## config.mk

```make
export PLATFORM = sky130hd
export DESIGN_NAME = pin_controller
export DESIGN_NICKNAME = d
export VERILOG_FILES = /design/src/rtl/pin_controller.sv
export SDC_FILE = /design/constraint.sdc
export NUM_CORES = 1
export LEC_CHECK = 0
export CAP_MARGIN = 20
export CORE_MARGIN = 3
export CORE_UTILIZATION = 43
export CTS_CLUSTER_DIAMETER = 30
export DETAILED_ROUTE_END_ITERATION = 10
export PLACE_DENSITY = 0.76
export SYNTH_ARGS = -nofsm -noshare
export SYNTH_HDL_FRONTEND = slang
export SYNTH_SLANG_ARGS = --single-unit
```

## constraint.sdc

```tcl
create_clock -name i_clock -period 1.7 [get_ports i_clock]
set_clock_uncertainty 0.15 [all_clocks]
set_input_delay 0.51 -clock i_clock [delete_from_list [all_inputs] [get_ports i_clock]]
set_output_delay 0.51 -clock i_clock [all_outputs]
set_load 0.005 [all_outputs]
```

## src/rtl/pin_controller.sv

```systemverilog
// Memory-mapped GPIO target: per-pin output/enable registers, synchronised inputs,
// rising/falling edge capture into PENDING with a level interrupt.
module pin_controller #(
  parameter int unsigned      WIDTH     = 8,
  parameter logic [WIDTH-1:0] RESET_OUT = '0
) (
  input  logic              i_clock,
  input  logic              i_reset,
  input  logic              i_request,
  input  logic              i_rw,
  input  logic [2:0]        i_address,
  input  logic [31:0]       i_wdata,
  output logic [31:0]       o_rdata,
  output logic              o_ready,
  output logic              o_interrupt,
  output logic [WIDTH-1:0]  o_pin_out,
  output logic [WIDTH-1:0]  o_pin_oe,
  input  logic [WIDTH-1:0]  i_pin_in
);

  typedef enum logic [0:0] {StIdle, StDone} state_e;

  state_e state_q, state_d;

  logic [WIDTH-1:0] out_q, out_d;
  logic [WIDTH-1:0] oe_q, oe_d;
  logic [WIDTH-1:0] rise_en_q, rise_en_d;
  logic [WIDTH-1:0] fall_en_q, fall_en_d;
  logic [WIDTH-1:0] pend_q, pend_d;
  logic [WIDTH-1:0] s1_q, s2_q, s3_q;
  logic [31:0]      rdata_q, rdata_d;
  logic             irq_q;

  logic             accept;
  logic [WIDTH-1:0] wdata;
  logic [WIDTH-1:0] w1c;
  logic [WIDTH-1:0] rise;
  logic [WIDTH-1:0] fall;
  logic [WIDTH-1:0] rd_val;
  logic             unused_wdata;

  // Bits of the write bus above WIDTH are intentionally ignored.
  assign unused_wdata = ^i_wdata;

  assign accept = (state_q == StIdle) && i_request;
  assign wdata  = i_wdata[WIDTH-1:0];
  assign rise   = s2_q & ~s3_q;
  assign fall   = ~s2_q & s3_q;

  // Handshake FSM: state register
  always_ff @(posedge i_clock) begin
    if (!i_reset) begin
      state_q <= StIdle;
    end else begin
      state_q <= state_d;
    end
  end

  // Handshake FSM: next state
  always_comb begin
    state_d = state_q;
    unique case (state_q)
      StIdle: if (i_request) state_d = StDone;
      StDone: if (!i_request) state_d = StIdle;
      default: state_d = StIdle;
    endcase
  end

  // Handshake FSM: outputs
  always_comb begin
    o_ready = (state_q == StDone);
  end

  always_comb begin
    rd_val = '0;
    unique case (i_address)
      3'd0:    rd_val = out_q;
      3'd1:    rd_val = oe_q;
      3'd2:    rd_val = s2_q;
      3'd5:    rd_val = rise_en_q;
      3'd6:    rd_val = fall_en_q;
      3'd7:    rd_val = pend_q;
      default: rd_val = '0;
    endcase
  end

  always_comb begin
    out_d     = out_q;
    oe_d      = oe_q;
    rise_en_d = rise_en_q;
    fall_en_d = fall_en_q;
    w1c       = '0;
    if (accept && i_rw) begin
      unique case (i_address)
        3'd0:    out_d     = wdata;
        3'd1:    oe_d      = wdata;
        3'd3:    out_d     = out_q | wdata;
        3'd4:    out_d     = out_q & ~wdata;
        3'd5:    rise_en_d = wdata;
        3'd6:    fall_en_d = wdata;
        3'd7:    w1c       = wdata;
        default: ;
      endcase
    end
    // A fresh edge beats a simultaneous clear of the same bit.
    pend_d = (pend_q & ~w1c) | (rise & rise_en_q) | (fall & fall_en_q);
  end

  always_comb begin
    rdata_d = rdata_q;
    if (accept) begin
      rdata_d = i_rw ? 32'd0 : 32'(rd_val);
    end else if ((state_q == StDone) && !i_request) begin
      rdata_d = 32'd0;
    end
  end

  always_ff @(posedge i_clock) begin
    if (!i_reset) begin
      out_q     <= RESET_OUT;
      oe_q      <= '0;
      rise_en_q <= '0;
      fall_en_q <= '0;
      pend_q    <= '0;
      s1_q      <= '0;
      s2_q      <= '0;
      s3_q      <= '0;
      rdata_q   <= '0;
      irq_q     <= 1'b0;
    end else begin
      out_q     <= out_d;
      oe_q      <= oe_d;
      rise_en_q <= rise_en_d;
      fall_en_q <= fall_en_d;
      pend_q    <= pend_d;
      s1_q      <= i_pin_in;
      s2_q      <= s1_q;
      s3_q      <= s2_q;
      rdata_q   <= rdata_d;
      irq_q     <= |pend_d;
    end
  end

  assign o_rdata     = rdata_q;
  assign o_interrupt = irq_q;
  assign o_pin_out   = out_q;
  assign o_pin_oe    = oe_q;

endmodule

```

Word level (Yosys, flattened, before mapping)

Index checks and enable logic that the tools add are counted.

Eq/ne operators: 7
Multiplexer cells: 8
Bitwise gates (word level): 14
Reductions and logical operators: 12

Operators by type and width:

| operator                                       | count |
|---|---|
| 2-to-1 mux 32 bit                              | 2 |
| AND 8 bit                                      | 6 |
| one-hot mux 8 bit (6 select lines)             | 1 |
| NOT 8 bit                                      | 4 |
| 2-to-1 mux 8 bit                               | 3 |
| bitwise OR 8 bit                               | 3 |
| one-hot mux 8 bit (3 select lines)             | 1 |
| == test 3 bit (second input constant)          | 4 |
| AND reduction 2 bit                            | 4 |
| OR reduction 8 bit                             | 1 |
| == test 3 x 2 -> 1 bit (second input constant) | 2 |
| == test 3 x 1 -> 1 bit (second input constant) | 1 |
| logical AND 1 bit                              | 3 |
| logical NOT 3 bit                              | 1 |
| nonzero test 3 bit                             | 1 |
| nonzero test 2 bit                             | 1 |
| logical NOT 1 bit                              | 1 |
| 2-to-1 mux 1 bit                               | 1 |
| NOT 1 bit                                      | 1 |

Input bits: 47
Output and inout bits: 50
Register bits after elaboration: 98

Logic depth before layout (Yosys ltp)

Gate-level depths: netlist of run 1.

Word-level depth: 9
Mapped depth: 8

Least setup slack after synthesis of run 1

Ideal clock, no wire load.

Kind: input to register
Start point: in i_address[0]
End point: reg rdata_q[3] (netlist: o_rdata[3])
Setup time: 0.128 ns
Required time: 1.422 ns
Data arrival time: 1.601 ns
Path slack: -0.179 ns
Stages on the path: 7
Buffers on the path: 3
Cell sequence: buf_6 or3b_1 buf_2 and4_4 buf_6 a32oi_1 nor2_1

Word-level cells in the longest chain between the ends: 4
Elaborated cells between the ends (all ways): 9
Those cells by class: eq/ne: 5; mux: 3; reduce/logical: 1

RTL lines:

| what                                   | line | RTL |
|---|---|---|
| start: declaration                     | 11   | `input logic [2:0] i_address,` |
| == test 3 bit (tied with other cells)  | 76   | `unique case (i_address)` |
| one-hot mux 8 bit (6 select lines) (*) | 76   |  |
| 2-to-1 mux 8 bit (*)                   | 112  | `rdata_d = i_rw ? 32'd0 : 32'(rd_val);` |
| 2-to-1 mux 32 bit (*)                  | 111  | `if (accept) begin` |
| end signal: assignment                 | 139  | `rdata_q <= rdata_d;` |
| end: declaration                       | 31   | `logic [31:0] rdata_q, rdata_d;` |

Mark *: on every way between the ends. The rest lies on a longest branch, timed or not.
A chain may end at the register's enable or synchronous reset.

Worst setup path in the final report of run 1

Start point: in i_address[1]
End point: reg rdata_q[6] (netlist: o_rdata[6])

The elaborated chain is that of the path after synthesis.

==> results.sh, run 1 <==
export IMPL_ys_ff_latch=74
export IMPL_yosys_warnings=0
export IMPL_die_area_mm2=0.00901
export IMPL_core_area_mm2=0.00745
export IMPL_grt_start_max_net_pins=27
export IMPL_fp_dieW_um=94.9
export IMPL_synth_ff_type="dfxtp_1"
export IMPL_hold_ws_ps=285
export IMPL_clockRootBuffer="clkbuf_8"
export IMPL_die_y_um=94.9
export IMPL_cts_sinks=74
export IMPL_holdCritPathClass="reg2reg"
export IMPL_startpoint_type="input pin"
export IMPL_grt_usage_pct=20.1
export IMPL_cp_required_ps=1800
export IMPL_outcome="finished, final reports clean"
export IMPL_hold_buffers=0
export IMPL_initialDrtViolationCount=302
export IMPL_cp_data_arrival_time_ps=1770
export IMPL_vdd_ir_drop_max_mv=0.826
export IMPL_synth_edf_count=0
export IMPL_avgSynthCellArea_um2=8.48
export IMPL_ys_seq_area_share_pct=43.6
export IMPL_finalSetupViolations=0
export IMPL_syn_cell_area_mm2=0.00340
export IMPL_finalNetCount=533
export IMPL_grt_pass1_wl_mm=13.8
export IMPL_fin_crit_sh_pct=98.3
export IMPL_place_area_mm2=0.00420
export IMPL_stdcell_area_mm2=0.00448
export IMPL_fin_cells=589
export IMPL_drtAntennaViolNets=0
export IMPL_wl_per_cell_um=15.0
export IMPL_hold_viol=0
export IMPL_p_total_mw=3.40
export IMPL_synthCells=401
export IMPL_std_cell_rows=31
export IMPL_cp_end_kind="flop"
export IMPL_clk_path_buf_depth=2
export IMPL_place_congestion=0.918
export IMPL_vias=3167
export IMPL_drcViolationCount=0
export IMPL_synthArstFlopShare_pct=0
export IMPL_antenna_cells=0
export IMPL_antenna_found_initial=0
export IMPL_ys_types=36
export IMPL_rsz0062_at_grt="no"
export IMPL_p_per_area_mw_per_mm2=760
export IMPL_crit_fanout=8
export IMPL_leakage_nw=1.79
export IMPL_dp_cells=567
export IMPL_drv_cap=0
export IMPL_detailed_place_hpwl_mm=6.48
export IMPL_areaGrowthSynthToFinish_pct=31.7
export IMPL_clk_pin_slew_worst_paths_ps=80
export IMPL_cts_buffers=9
export IMPL_routed_wl_mm=8.82
export IMPL_drive_gt1_share_pct=23.1
export IMPL_gr_total_overflow=0
export IMPL_grt_pass1_vias=2853
export IMPL_htree_num_levels=3
export IMPL_firstDrtPassIters=5
export IMPL_portBuffers=48
export IMPL_fin_tns_setup_ps=0
export IMPL_viasPerCell=5.38
export IMPL_initial_core_util_pct=45.6
export IMPL_critPathKind="in2reg"
export IMPL_clock_latency_ps=360
export IMPL_max_freq_mhz=598
export IMPL_io_pins=97
export IMPL_post_route_min_period_ps=1670
export IMPL_drv_slew=0
export IMPL_cts_tree="yes"
==> path summary, 6_finish.rpt <==
check	startpoint	to	slack (ps)	cells after the start
hold / removal	s1_q[7]	s2_q[7]	280	1
setup reg to reg	o_ready	o_pin_oe[3]	170	7
setup / recovery	i_address[1]	o_rdata[6]	30	6
hold reg to reg	s1_q[7]	s2_q[7]	280	1
==> logic make-up after synthesis <==
kind of cell | Yosys count | synth area share, %
AO/OA/AOI/OAI | 107 | 18.0
adder cells (fa/ha/maj) | 1 | 0.368
buffers and inverters | 51 | 9.13
flip-flops | 74 | 43.6
multiplexers | 17 | 5.08
other | 1 | 0.110
AND/OR/NAND/NOR | 150 | 23.8
==> cells in the mapped netlist (all sizes together) (2+ instances only) <==
library cell | number | area, um^2
nor2 | 28 | 105
a32oi | 2 | 17.5
a221o | 2 | 20.0
a21oi | 58 | 290
o211ai | 10 | 75.1
nor4 | 3 | 18.8
or2 | 2 | 12.5
or3b | 8 | 70.1
o31ai | 6 | 45.0
nand2b | 11 | 68.8
nand3b | 19 | 143
nand2 | 42 | 158
mux2 | 2 | 22.5
clkbuf | 14 | 52.6
mux2i | 15 | 150
nor3 | 2 | 21.3
o21ai | 24 | 120
and2 | 24 | 150
inv | 3 | 11.3
dfxtp | 74 | 1480
buf | 34 | 246
nand3 | 10 | 50.1
==> where the power goes <==
part           internal, mW  leakage (nW)  switching [mW]
clock                 0.568        0.0882           0.661
combinational         0.187          1.09           0.195
sequential             1.77         0.609          0.0238
==> sequential cells by signal, indices dropped and copies added (netlist names) <==
signal and count:
o_ready 1, fall_en_q 8, o_interrupt 1, o_pin_oe 8, pend_q 8, rise_en_q 8, s1_q 8, o_pin_out 8
o_rdata 8, s2_q 8, s3_q 8
==> per-layer routing <==
metal	vias to the layer above	routed length (um)	global-route usage (%)
met4	0	173	6.25
li1	1506	-	-
met3	28	770	7.25
met1	1486	3910	26.5
met2	147	3970	30.8
met5	-	0	0
==> worst max-delay path, stage by stage <==
cell	delay, ps
clkdlybuf4s15_2	220
buf_4	140
or3b_4	390
and4_4	240
a32oi_2	210
nor2_1	50
==> cell type report <==
cell class	instances	area, um^2
tap	99	124
fill	660	2970
multi-input combinational	299	1780
sequential	74	1500
inverter	3	11.3
clock buffer	10	138
clock inverter	6	42.5
timing repair buffer	98	881
==> stage by stage <==
stage / setup slack [ps] / utilization, %
final: 28.3 / 60.1
after global routing: 5.65 / 60.1
after CTS: 4.15 / 59.6
after detailed placement: -719 / 56.5
after global placement: -693 / 56.5
after floorplan: -173 / -
==> timing repair <==
action,in CTS,in global routing
endpoints found under the setup margin,75,27
buffers inserted,5,1
pin swaps,3,4
hold endpoints to repair,0,0
resized for setup,58,15
==> placed cells by master (no fill, tap or decap), drive strengths merged, types with 8 or more instances in the layout <==
master and n:
clkbuf 11, nand3 10, conb 24, nand3b 19
clkdlybuf4s50 17, o211ai 10, nor2 28, and2 24
buf 51, nand2 42, or3b 8, dfxtp 74
mux2i 15, o21ai 24, dlygate4sd2 27, nand2b 11
a21oi 58
No activity file was read; power rests on OpenSTA's default activity.
==> run 2: changes to the inputs <==
--- a/config.mk
+++ b/config.mk
@@ -5,12 +5,14 @@
 export SDC_FILE = /design/constraint.sdc
 export NUM_CORES = 1
 export LEC_CHECK = 0
+export ABC_AREA = 1
 export CAP_MARGIN = 20
 export CORE_MARGIN = 3
 export CORE_UTILIZATION = 43
 export CTS_CLUSTER_DIAMETER = 30
 export DETAILED_ROUTE_END_ITERATION = 10
 export PLACE_DENSITY = 0.76
+export REMOVE_ABC_BUFFERS = 1
 export SYNTH_ARGS = -nofsm -noshare
 export SYNTH_HDL_FRONTEND = slang
 export SYNTH_SLANG_ARGS = --single-unit
==> run 2 against run 1 <==
Die area grew 0.27%. Setup slack lost 57 ps. Largest power group unchanged. Core utilization grew 3.9 points. Global-route usage grew 1.5 points. Register-to-register slack lost 180 ps. Final area grew 7.1%. Worst hold slack lost 23 ps. Area after synthesis grew 0.29%. Sequential share of layout area shrank 2.0 points. Critical path type unchanged. The run now ends with setup timing left. Flip-flop and latch count is the same.
==> results.sh, run 2 <==
export IMPL_finalSetupViolations=5
export IMPL_synth_ff_type="dfxtp_1"
export IMPL_drive_gt1_share_pct=24.8
export IMPL_violations="setup timing"
export IMPL_switchingPower_uw=878
export IMPL_clock_latency_ps=350
export IMPL_avgSynthCellArea_um2=7.03
export IMPL_rsz0062_at_grt="yes"
export IMPL_finalNetCount=635
export IMPL_stdcell_area_mm2=0.00479
export IMPL_drtAntennaViolNets=0
export IMPL_die_y_um=95.0
export IMPL_fp_dieW_um=95.0
export IMPL_antenna_found_initial=0
export IMPL_netlist_top_cells_area="dfxtp_1, nand2_1, nor2_1, buf_4, inv_1"
export IMPL_clk_pin_slew_worst_paths_ps=70
export IMPL_initial_core_util_pct=45.5
export IMPL_grt_pass1_vias=3118
export IMPL_viasPerCell=4.82
export IMPL_io_pins=97
export IMPL_synth_commonest_cells="nand2_1, dfxtp_1, nor2_1"
export IMPL_portBuffers=48
export IMPL_cts_sinks=74
export IMPL_final_cell_mix="nand2_1, nor2_1, inv_1"
export IMPL_ys_seq_area_share_pct=43.4
export IMPL_crit_path_top_delay_cell="clkdlybuf4s15_2"
export IMPL_layout_commonest_cell="nand2_1"
export IMPL_antenna_cells=0
export IMPL_cp_top_family="buffers and inverters"
export IMPL_synth_most_common_cell="nand2_1"
export IMPL_clockRootBuffer="clkbuf_8"
export IMPL_cts_tree="yes"
export IMPL_startpoint_type="input pin"
export IMPL_grt_start_max_net_pins=37
export IMPL_synthArstFlopShare_pct=0
export IMPL_cts_buffers=9
export IMPL_yosys_warnings=0
export IMPL_routed_wl_mm=9.59
export IMPL_gr_total_overflow=0
export IMPL_drv_cap=0
export IMPL_yosysTopAreaCellShare_pct=43.4
export IMPL_critPathKind="in2reg"
export IMPL_die_area_mm2=0.00903
export IMPL_slowest_delay_ps=220
export IMPL_syn_cell_area_mm2=0.00341
export IMPL_critPathBufInv=5
export IMPL_clk_path_buf_depth=2
export IMPL_cp_data_arrival_time_ps=1850
export IMPL_place_congestion=0.914
export IMPL_hold_viol=0
export IMPL_seqPwrFrac_pct=49.8
export IMPL_ys_types=22
export IMPL_grt_usage_pct=21.6
export IMPL_synth_edf_count=0
export IMPL_crit_fanout=7
export IMPL_fin_crit_sh_pct=102
export IMPL_synthCells=485
export IMPL_htree_num_levels=3
export IMPL_leakage_nw=2.33
export IMPL_p_sw_share_pct=24.3
export IMPL_crit_chain="clkdlybuf4s15_2 > ha_4 > nand2_4 > buf_16 > inv_4 > nand4_1 > buf_4 > inv_8 > nor2_4 > a211oi_2"
export IMPL_fin_cells=691
export IMPL_place_area_mm2=0.00425
export IMPL_power_frac_comb_pct=12.3
export IMPL_cp_required_ps=1820
export IMPL_outcome="complete, but fails checks"
export IMPL_firstDrtPassIters=4
export IMPL_holdCritPathClass="reg2reg"
export IMPL_drcViolationCount=0
export IMPL_core_area_mm2=0.00749
export IMPL_cp_end_kind="flop"
export IMPL_areaGrowthSynthToFinish_pct=40.6
export IMPL_final_core_util_pct=64.0
export IMPL_max_freq_mhz=579
export IMPL_dp_cells=660
export IMPL_internal_power_mw=2.73
export IMPL_detailed_place_hpwl_mm=6.30
export IMPL_post_route_min_period_ps=1730
export IMPL_vdd_ir_drop_max_mv=0.314
export IMPL_ys_ff_latch=74
export IMPL_vias=3328
export IMPL_wl_per_cell_um=13.9
export IMPL_std_cell_rows=31
export IMPL_p_per_area_mw_per_mm2=753
export IMPL_initialDrtViolationCount=196
export IMPL_synth_area_leader_cell="dfxtp_1"
export IMPL_finalWorstSetupSlack_ps=-28.3
export IMPL_grt_pass1_wl_mm=14.9
export IMPL_drv_slew=0
export IMPL_clkPwrFrac_pct=37.9
run 2: power by group through the flow:
stage               Clock, mW  Sequential [mW]  Combinational, mW
floorplan                   0             1.83              0.142
global placement            0             1.83              0.369
detailed placement          0             1.84              0.377
CTS                      1.40             1.80              0.413
global route             1.47             1.80              0.481
finish                   1.37             1.80              0.444
run 2: layout make-up:
| type | count | area (um^2) |
|---|---|---|
| Fill cell | 599 | 2690 |
| Multi-Input combinational cell | 332 | 1660 |
| Sequential cell | 74 | 1510 |
| Timing Repair Buffer | 109 | 1050 |
| Inverter | 60 | 240 |
| Clock buffer | 14 | 163 |
| Tap cell | 99 | 124 |
| Clock inverter | 2 | 35.0 |
| Timing Repair inverter | 1 | 7.51 |
run 2: worst register-to-register path, stage by stage, from the launching register on:
cell and delay (ps):
dfxtp_2 320, inv_2 60, ha_4 140, nand2_4 80, buf_16 150, inv_4 40
nand4_1 170, buf_4 220, inv_8 90, nor2_4 40, a211oi_2 180
run 2: repair_timing:
action	CTS	global route
endpoints found under the hold margin	0	0
hold buffers	0	0
setup buffers	10	2
cloned	3	0
resized for setup	83	38
setup endpoints to repair	71	31
pin swaps	6	10
run 2: worst paths after layout:
path,start,endpoint,slack [ps],cells past startpoint
max reg2reg,o_ready,rise_en_q[4],-10,10
max,i_request,rise_en_q[4],-30,10
min,s1_q[4],s2_q[4],260,2
min reg2reg,s1_q[4],s2_q[4],260,2
run 2: per-stage QoR:
step	setup TNS (ps)	hold slack, ps	power, mW	setup slack [ps]
5_1_grt	-495	280	3.75	-82.2
6_report	-53.1	262	3.61	-28.3
3_5_place_dp	-26950	245	2.21	-699
3_3_place_gp	-24200	242	2.20	-670
2_1_floorplan	-1290	240	1.97	-149
4_1_cts	-34.3	263	3.61	-28.9
run 2: logic make-up (layout without fill, tap and decap cells):
logic type      Yosys count  count (layout)  synth area share (%)
simple gates            231             231                  28.1
buf+inv                 102             186                  14.8
compound gates           76              76                  13.2
flops                    74              74                  43.4
fa+ha+maj                 1               1                 0.367
other cells               1              24                 0.110
run 2: layer usage:
| metal | wire (um) | track usage [%] | part of all wire, % | vias to the layer above |
|---|---|---|---|---|
| met3 | 666 | 5.52 | 6.9 | 17 |
| met2 | 4720 | 36.9 | 49 | 122 |
| met1 | 4030 | 26.4 | 42 | 1500 |
| met5 | 0 | 0 | 0 | - |
| li1 | - | - | - | 1689 |
| met4 | 167 | 7.21 | 1.7 | 0 |
==> run 3: changes to the inputs <==
==> constraint.sdc (replaced) <==
create_clock -name i_clock -period 1.4 [get_ports i_clock]
set_clock_uncertainty 0.15 [all_clocks]
set_input_delay 0.42 -clock i_clock [delete_from_list [all_inputs] [get_ports i_clock]]
set_output_delay 0.42 -clock i_clock [all_outputs]
set_load 0.005 [all_outputs]
==> run 3 against run 2 <==
Largest power group unchanged. Core utilization rose by 4.0 points. The run still ends with setup timing left. Power increased by 18%. Die area unchanged. Global-route usage increased by 1.0 points.
==> results.sh, run 3 (same netlist as run 2, synthesis figures left out) <==
export IMPL_crit_path_top_delay_cell="dlygate4sd2_1"
export IMPL_cts_tree="yes"
export IMPL_slowest_delay_ps=280
export IMPL_finalWorstSetupSlack_ps=-384
export IMPL_outcome="complete, but fails checks"
export IMPL_cp_top_family="simple AND/OR/NAND/NOR gates"
export IMPL_crit_chain="dlygate4sd2_1 > ha_4 > nand2_4 > buf_16 > nor2_4 > nand2_2 > nand2_2 > nand2_1 > nor2_2 > nand2_1 > nor2_1 > nor2_1"
export IMPL_grt_usage_pct=22.6
export IMPL_viasPerCell=5.14
export IMPL_portBuffers=48
export IMPL_clockRootBuffer="clkbuf_8"
export IMPL_firstDrtPassIters=5
export IMPL_fp_dieW_um=95.0
export IMPL_final_cell_mix="nand2_1, buf_4, inv_1"
export IMPL_timing_rr_end="o_interrupt"
export IMPL_initial_core_util_pct=45.5
export IMPL_fin_cells=718
export IMPL_fin_crit_sh_pct=127
export IMPL_drive_gt1_share_pct=40.0
export IMPL_violations="setup timing"
export IMPL_cp_data_arrival_time_ps=1880
export IMPL_critPathKind="in2reg"
export IMPL_drv_cap=0
export IMPL_place_congestion=0.853
export IMPL_vdd_ir_drop_max_mv=0.493
export IMPL_die_area_mm2=0.00903
export IMPL_gr_total_overflow=0
export IMPL_seqPwrFrac_pct=51.2
export IMPL_areaGrowthSynthToFinish_pct=49.5
export IMPL_stdcell_area_mm2=0.00510
export IMPL_hold_viol=0
export IMPL_grt_pass1_vias=3231
export IMPL_cts_sinks=74
export IMPL_cp_endpoint="o_interrupt"
export IMPL_post_route_min_period_ps=1780
export IMPL_htree_num_levels=3
export IMPL_cp_end_kind="flop"
export IMPL_p_per_area_mw_per_mm2=836
export IMPL_critPathBufInv=2
export IMPL_rsz0062_at_grt="yes"
export IMPL_crit_fanout=6
export IMPL_power_frac_comb_pct=14.7
export IMPL_r2r_cells=12
export IMPL_max_freq_mhz=560
export IMPL_clock_latency_ps=350
export IMPL_drtAntennaViolNets=0
export IMPL_io_pins=97
export IMPL_p_sw_share_pct=26.0
export IMPL_final_core_util_pct=68.1
export IMPL_startpoint_type="input pin"
export IMPL_setup_worst_path_start="i_request"
export IMPL_drv_slew=0
export IMPL_clk_pin_slew_worst_paths_ps=80
export IMPL_min_path_cells=2
export IMPL_detailed_place_hpwl_mm=6.39
export IMPL_hold_ws_ps=261
export IMPL_cp_required_ps=1490
export IMPL_rrSetupSlack_ps=-370
export IMPL_dp_cells=677
export IMPL_internal_power_mw=3.15
export IMPL_n_fill_cell=548
export IMPL_hold_buffers=0
export IMPL_crit_cells=12
export IMPL_place_area_mm2=0.00438
export IMPL_clk_path_buf_depth=2
export IMPL_finalNetCount=664
export IMPL_std_cell_rows=31
export IMPL_r2r_start="o_ready"
export IMPL_cts_buffers=9
export IMPL_grt_start_max_net_pins=36
export IMPL_die_y_um=95.0
export IMPL_initialDrtViolationCount=349
export IMPL_p_total_mw=4.26
export IMPL_drcViolationCount=0
export IMPL_vias=3687
export IMPL_clkPwrFrac_pct=34.0
export IMPL_routed_wl_mm=11.1
export IMPL_leakage_nw=2.44
export IMPL_finalSetupViolations=44
export IMPL_grt_pass1_wl_mm=15.6
export IMPL_core_area_mm2=0.00749
export IMPL_layout_commonest_cell="nand2_1"
export IMPL_holdCritPathClass="reg2reg"
export IMPL_wl_per_cell_um=15.5
export IMPL_antenna_found_initial=1
export IMPL_switchingPower_mw=1.11
==> run 3: changes by cell type in the layout (fill, tap and decap cells not counted), moves of 6 or more <==
cell           change
nand2_1           -12
o21ai_0            -8
buf_4             +22
nor2_1             -7
nand2_2           +11
a21oi_2           +12
a21oi_1           -13
dlygate4sd2_1     -24
buf_2             +24
buf_6              +6
o21ai_2            +8
==> run 3: worst min-delay path, stage by stage (launching register included) <==
cell and delay [ps]:
dfxtp_1 300, nand2_1 40, inv_1 40
==> run 3: repair_timing <==
item                                    in CTS  in global routing
pin swaps                                   14                 44
resized for setup                          200                 62
endpoints found under the setup margin      75                 51
gates cloned                                 2                  2
setup buffers                               20                  4
==> run 3: worst min-delay path by stage <==
stage          startpoint       to  slack, ps
2_1_floorplan     s1_q[0]  s2_q[0]        240
6_report          s1_q[7]  s2_q[7]        260
3_5_place_dp      s1_q[7]  s2_q[7]        250
5_1_grt           s1_q[4]  s2_q[4]        280
4_1_cts           s1_q[7]  s2_q[7]        260
3_3_place_gp      s1_q[7]  s2_q[7]        240
==> run 3: final cells by class <==
| class | instances | area [um^2] | share of cell area (%) |
|---|---|---|---|
| multi-input combinational | 332 | 1850 | 36.3 |
| sequential | 74 | 1510 | 29.7 |
| timing repair buffer | 138 | 1210 | 23.7 |
| inverter | 60 | 230 | 4.52 |
| clock buffer | 13 | 159 | 3.12 |
| tap | 99 | 124 | 2.43 |
| timing repair inverter | 1 | 7.51 | 0.147 |
| antenna | 1 | 2.50 | 0.0491 |
==> run 3: power by group through the flow <==
stage | combinational [mW] | sequential (mW) | clock, mW
floorplan | 0.172 | 2.22 | 0
global placement | 0.462 | 2.22 | 0
detailed placement | 0.473 | 2.23 | 0
CTS | 0.561 | 2.18 | 1.45
global route | 0.667 | 2.19 | 1.55
finish | 0.628 | 2.18 | 1.45
==> run 3: layer usage <==
layer	up-vias	GRT usage, %	share of wire, %
li1	1751	-	-
met1	1720	26.8	40
met2	177	39.2	50
met3	39	5.21	6.3
met4	0	9.50	3.3
met5	-	0	0
==> run 3: metrics by stage <==
step | setup TNS, ps | setup WS, ps
3_5_place_dp | -40380 | -883
2_1_floorplan | -10350 | -359
4_1_cts | -9700 | -296
3_3_place_gp | -36490 | -790
6_report | -9710 | -384
5_1_grt | -11300 | -410
